**config.mk**
```make
export PLATFORM = sky130hd
export DESIGN_NAME = trace_capture_buffer
export DESIGN_NICKNAME = d
export VERILOG_FILES = /design/src/rtl/trace_capture_buffer_pkg.sv /design/src/rtl/trace_capture_buffer_ram.sv /design/src/rtl/trace_capture_buffer.sv
export SDC_FILE = /design/constraint.sdc
export NUM_CORES = 1
export LEC_CHECK = 0
export ABC_AREA = 1
export CAP_MARGIN = 25
export CORE_ASPECT_RATIO = 0.75
export CORE_UTILIZATION = 30
export CTS_CLUSTER_SIZE = 24
export DETAILED_ROUTE_END_ITERATION = 8
export GPL_ROUTABILITY_DRIVEN = 0
export HOLD_SLACK_MARGIN = 0.05
export PLACE_DENSITY = 0.49
export SYNTH_ARGS = -nofsm -noshare
export SYNTH_HDL_FRONTEND = slang
export SYNTH_SLANG_ARGS = --single-unit
```
**constraint.sdc**
```tcl
create_clock -name clk -period 3.85 [get_ports clk]
set_input_delay 0.5775 -clock clk [delete_from_list [all_inputs] [get_ports clk]]
set_output_delay 0.5775 -clock clk [all_outputs]
set_load 0.005 [all_outputs]
```
**src/rtl/trace_capture_buffer_pkg.sv**
```systemverilog
// Shared types for the trace capture buffer: sampled machine-cycle entry,
// capture FSM states, bundled status view and the trigger-match helper.
package trace_package;

  localparam int TRACE_ADDR_W  = 16;
  localparam int TRACE_DATA_W  = 8;
  localparam int TRACE_STATE_W = 24;
  localparam int TRACE_COUNT_W = 5;

  typedef struct packed {
    logic [TRACE_ADDR_W-1:0]  address_bus;
    logic [TRACE_DATA_W-1:0]  data_bus;
    logic [TRACE_DATA_W-1:0]  instruction_reg;
    logic [TRACE_STATE_W-1:0] fsm_state;
    logic                     carry;
    logic                     sign;
    logic                     zero;
    logic                     mem_read;
    logic                     mem_write;
    logic                     halt;
  } trace_entry_t;

  typedef enum logic [1:0] {
    IDLE    = 2'd0,
    ARMED   = 2'd1,
    CAPTURE = 2'd2,
    DONE    = 2'd3
  } trace_state_t;

  typedef enum logic [1:0] {
    TRIG_NONE  = 2'd0,
    TRIG_HALT  = 2'd1,
    TRIG_ADDR  = 2'd2,
    TRIG_WRITE = 2'd3
  } trig_mode_t;

  typedef struct packed {
    logic                     rd_valid;
    trace_entry_t             rd_data;
    logic [TRACE_COUNT_W-1:0] count;
    trace_state_t             state;
    logic                     overflow;
  } output_struct;

  function automatic logic trigger_hit(input trig_mode_t mode,
                                       input trace_entry_t entry,
                                       input logic [TRACE_ADDR_W-1:0] addr);
    case (mode)
      TRIG_HALT:  return entry.halt;
      TRIG_ADDR:  return entry.address_bus == addr;
      TRIG_WRITE: return entry.mem_write;
      default:    return 1'b0;
    endcase
  endfunction

endpackage

```
**src/rtl/trace_capture_buffer_ram.sv**
```systemverilog
// Trace storage: DEPTH x WIDTH, one synchronous write port, one
// asynchronous read port so the head entry is visible with zero latency.
module trace_ring_ram #(
  parameter int DEPTH = 16,
  parameter int WIDTH = 62
) (
  input  logic                     clk,
  input  logic                     we,
  input  logic [$clog2(DEPTH)-1:0] wr_addr,
  input  logic [WIDTH-1:0]         wr_data,
  input  logic [$clog2(DEPTH)-1:0] rd_addr,
  output logic [WIDTH-1:0]         rd_data
);

  logic [WIDTH-1:0] mem [DEPTH];

  // NOTE: storage has no reset; validity is tracked by the pointers/count,
  // which lets the array map onto plain RAM cells.
  always_ff @(posedge clk) begin
    if (we) mem[wr_addr] <= wr_data;
  end

  assign rd_data = mem[rd_addr];

endmodule

```
**src/rtl/trace_capture_buffer.sv**
```systemverilog
// Trigger-based trace capture: rings machine-cycle samples until a trigger,
// keeps POST_TRIG further entries, then lets a consumer drain them in order.
module trace_capture_buffer
  import trace_package::*;
#(
  parameter int DEPTH     = 16,
  parameter int POST_TRIG = 4,
  parameter int ADDR_W    = TRACE_ADDR_W,
  parameter int DATA_W    = TRACE_DATA_W,
  parameter int STATE_W   = TRACE_STATE_W
) (
  input  logic                     clk,
  input  logic                     rst_n,
  input  logic                     arm,
  input  logic                     clear,
  input  logic [1:0]               mode,
  input  logic [ADDR_W-1:0]        trig_addr,
  input  logic                     snap_valid,
  input  trace_entry_t             snap_in,
  output logic                     rd_valid,
  input  logic                     rd_ready,
  output trace_entry_t             rd_data,
  output logic [$clog2(DEPTH):0]   count,
  output logic [1:0]               state,
  output logic                     overflow
);

  localparam int PTR_W   = $clog2(DEPTH);
  localparam int ENTRY_W = ADDR_W + 2 * DATA_W + STATE_W + 6;

  typedef logic [PTR_W-1:0] ptr_t;
  typedef logic [PTR_W:0]   cnt_t;

  localparam cnt_t FULL_COUNT = cnt_t'(DEPTH);
  localparam ptr_t POST_LOAD  = ptr_t'(POST_TRIG);

  trace_state_t      state_q;
  ptr_t              wr_ptr;
  ptr_t              rd_ptr;
  ptr_t              post_cnt;
  cnt_t              count_q;
  logic              overflow_q;
  logic              wr_en;
  logic              pop;
  logic              trig;
  logic [ENTRY_W-1:0] ram_rd;

  // arm/clear take priority over any same-cycle write or pop.
  assign wr_en    = snap_valid && (state_q == ARMED || state_q == CAPTURE) && !arm && !clear;
  assign rd_valid = (state_q == IDLE || state_q == DONE) && (count_q != '0);
  assign pop      = rd_valid && rd_ready && !arm && !clear;
  assign trig     = (state_q == ARMED) && trigger_hit(trig_mode_t'(mode), snap_in, trig_addr);

  // NOTE: all state below updates with non-blocking assignments so every
  // register samples the same pre-edge values.
  always_ff @(posedge clk or negedge rst_n) begin
    if (!rst_n) begin
      state_q    <= IDLE;
      wr_ptr     <= '0;
      rd_ptr     <= '0;
      post_cnt   <= '0;
      count_q    <= '0;
      overflow_q <= 1'b0;
    end else if (clear || arm) begin
      state_q    <= clear ? IDLE : ARMED;
      wr_ptr     <= '0;
      rd_ptr     <= '0;
      post_cnt   <= '0;
      count_q    <= '0;
      overflow_q <= 1'b0;
    end else begin
      if (wr_en) begin
        wr_ptr <= wr_ptr + ptr_t'(1);
        if (count_q == FULL_COUNT) begin
          rd_ptr     <= rd_ptr + ptr_t'(1);
          overflow_q <= 1'b1;
        end else begin
          count_q <= count_q + cnt_t'(1);
        end
        if (trig) begin
          if (POST_TRIG == 0) begin
            state_q <= DONE;
          end else begin
            state_q  <= CAPTURE;
            post_cnt <= POST_LOAD;
          end
        end else if (state_q == CAPTURE) begin
          post_cnt <= post_cnt - ptr_t'(1);
          if (post_cnt == ptr_t'(1)) state_q <= DONE;
        end
      end
      // Writes and pops never coincide: they are enabled in disjoint states.
      if (pop) begin
        rd_ptr  <= rd_ptr + ptr_t'(1);
        count_q <= count_q - cnt_t'(1);
        if (count_q == cnt_t'(1) && state_q == DONE) state_q <= IDLE;
      end
    end
  end

  trace_ring_ram #(
    .DEPTH (DEPTH),
    .WIDTH (ENTRY_W)
  ) u_ram (
    .clk     (clk),
    .we      (wr_en),
    .wr_addr (wr_ptr),
    .wr_data (snap_in),
    .rd_addr (rd_ptr),
    .rd_data (ram_rd)
  );

  assign rd_data  = trace_entry_t'(ram_rd);
  assign count    = count_q;
  assign state    = state_q;
  assign overflow = overflow_q;

endmodule

```
==> flow_summary.toml <==
[global_route]
grt_max_degree = 155
antenna_found_initial = 4
grt_pass1_vias = 23898
grt_pass1_wl_um = 170000
overflow = 0
track_usage = 0.173

[floorplanning]
fp.dieH_um = 317
fp.dieW_um = 422
die-area_um2 = 133000
boundaryPins = 157
start_util = 0.302
coreArea_um2 = 131000
rows = 115

[yosys]
ys_top_cells_by_count = "992 x edfxtp_1, 475 x nand2_1, 291 x nor2_1"
synth_edf_count = 992
yosysTopAreaCell = "edfxtp_1"
syn_area_um2 = 39600
synth_top_area_frac = 0.752
yosysWarnings = 0
synth_ff_type = "edfxtp_1"
synth_area_leaders = "edfxtp_1 75%, nand2_1 4.5%, o21ai_0 3.2%, nor2_1 2.8%, a21oi_1 2.0%"
ys_async_sr_fraction = 0.0198
seq_area_frac_synth = 0.765
syn-instance-count = 2913
avgSynthCellArea_um2 = 13.6
yosys_register_bits = 1012
ys_types = 33
yosysMostFrequentCell = "edfxtp_1"
syn_nets = 3012

[setup_path]
cp_data_required_time_ps = 3270
max_stage_delay_ps = 540
crit_chain = "buf_12 -> clkinv_16 -> buf_16 -> buf_12 -> nand2_1 -> a221oi_1 -> o21ai_1 -> nand2_1 -> clkdlybuf4s50_1"
criticalPathCategory = "reg -> out"
crit_arrival_ps = 3140
worst_path_max_delay_cell = "dfrtp_4"
ff2ff_path_depth = 8
worstPathMaxFanout = 44
cp-end-kind = "primary output"
cp-start-kind = "register"

[power]
power.density_nw_per_um2 = 523
p_leak_uw = 0.0156
ir_drop_uv = 297

[timing]
fin_ws_ps = 128
final-max-slew-violation-count = 0
period_share = 0.967
worstMarginPinSlew_ps = 676
hold_violations = 0
fmax_mhz = 269
setup_violations = 0
slew_headroom = 0.548
min_period_ps = 3720
skew_ps = 21.2
rsz0062_at_grt = "true"

[drt]
final_antenna_net_count = 0
post_drt_wl_per_cell_um = 24.0
first_iter_violations = 2294
vias = 24602
viasPerCell = 5.01
dr.pass1.iters = 5
wirelength_um = 118000
drcViolationCount = 0

[flow_run]
maxCapViolations = 0

[clocking]
cts_tree = "done"
htreeDepth = 3
cts.path.max_buffers = 3
root_buffer = "clkbuf_16"
cts_buffers = 99
clk_pin_slew_worst_paths_ps = 70
cts_hold_buf = 0
clk_latency_ps = 710
cts_sinks = 1012

[outcome]
status = "completed"

[place]
dp.cells = 4723
hpwl_um = 57500
pre_cts_ws_ps = 607
io_buffers = 156

[layout]
final_nets = 3176
drive_above_1_share = 0.0853
layout.cells.non_filler = 4912
synthToLayoutAreaGrowth_pct = 18.9

[hold_path]
min_path_type = "in -> async"
-- registers in the layout, indices dropped and copies added, names as in the netlist --
signal and count:
wr_ptr 4, count 5, state 2, rd_ptr 4, u_ram.mem 992, overflow 1, post_cnt 4
-- worst max-delay path: cells and delay by family, from the launching register on --
kind                   cells  cell delay (ps)
AOI/OAI and AO/OA          2              420
and+or+nand+nor            2              220
buffers and inverters      5             1240
DFF                        1              540
-- path summary, 6_finish.rpt --
check	startpoint	endpoint	slack (ps)
setup / recovery	rd_ptr[0]	rd_data[21]	130
hold / removal	rst_n	count[4]	180
setup reg to reg	state[0]	u_ram.mem[14][54]	1190
hold reg to reg	overflow	overflow	510
max in group asynchronous	rst_n	rd_ptr[1]	3060
min in group clk	overflow	overflow	510
-- kinds of logic after synthesis --
kind of cell	synth area share
AOI/OAI and AO/OA	0.104
xor gates and xnor gates	0.00155
adders and majority gates	0.00411
buffers and inverters	0.0300
DFF	0.765
and+or+nand+nor	0.0960
-- repair_timing --
item,in CTS,in global routing
cloned,1,4
gates resized for setup,7,15
endpoints found under the setup margin,57,53
buffers inserted,1,2
-- cells in the final DEF, fill, tap and decap left out, types with 17 or more instances in the layout --
cell type and n:
clkbuf_16 105, buf_4 45, o21ai_1 82, o22ai_1 78, nor2_1 275, buf_12 36
nor2_4 17, inv_1 44, clkinv_2 21, o21ai_0 255, o221ai_1 48, clkinv_1 26
a221oi_1 75, a21oi_1 161, nand3_1 109, clkdlybuf4s50_1 156, nand4_1 50, nand2_1 474
edfxtp_1 992
-- power breakdown --
| part | internal, µW | total (µW) | switching (µW) |
|---|---|---|---|
| clock network | 5270 | 9520 | 4250 |
| registers | 12100 | 12100 | 24.1 |
| logic | 1020 | 2960 | 1940 |
| total | 18400 | 24600 | 6220 |
-- routing by layer --
layer,routed length [µm],global-route usage
met3,5880,0.0294
met5,35,0
met2,54500,0.278
met4,2060,0.0370
met1,55400,0.247
-- metrics by stage --
| step | instance area, µm² | power, µW | TNS [ps] | util | hold WS [ps] |
|---|---|---|---|---|---|
| 2_1_floorplan | 39600 | 14000 | -328970 | - | 282 |
| 3_3_place_gp | 43700 | 15300 | 0 | 0.333 | 503 |
| 3_5_place_dp | 43700 | 15200 | 0 | 0.333 | 503 |
| 4_1_cts | 46900 | 24700 | 0 | 0.358 | 154 |
| 5_1_grt | 47100 | 25500 | -120 | 0.359 | 177 |
| 6_report | 47100 | 24600 | 0 | 0.359 | 183 |
-- layout make-up --
class | instances | area (µm²)
Clock inverter | 59 | 467
Multi-Input combinational cell | 1660 | 8280
Tap cell | 1755 | 2200
Timing Repair Buffer | 252 | 2930
Antenna cell | 2 | 5.00
Sequential cell | 1012 | 30300
Timing Repair inverter | 1 | 11.3
Fill cell | 12572 | 84000
Clock buffer | 120 | 2640
Inverter | 51 | 235
(Power assumes the default switching activity.)
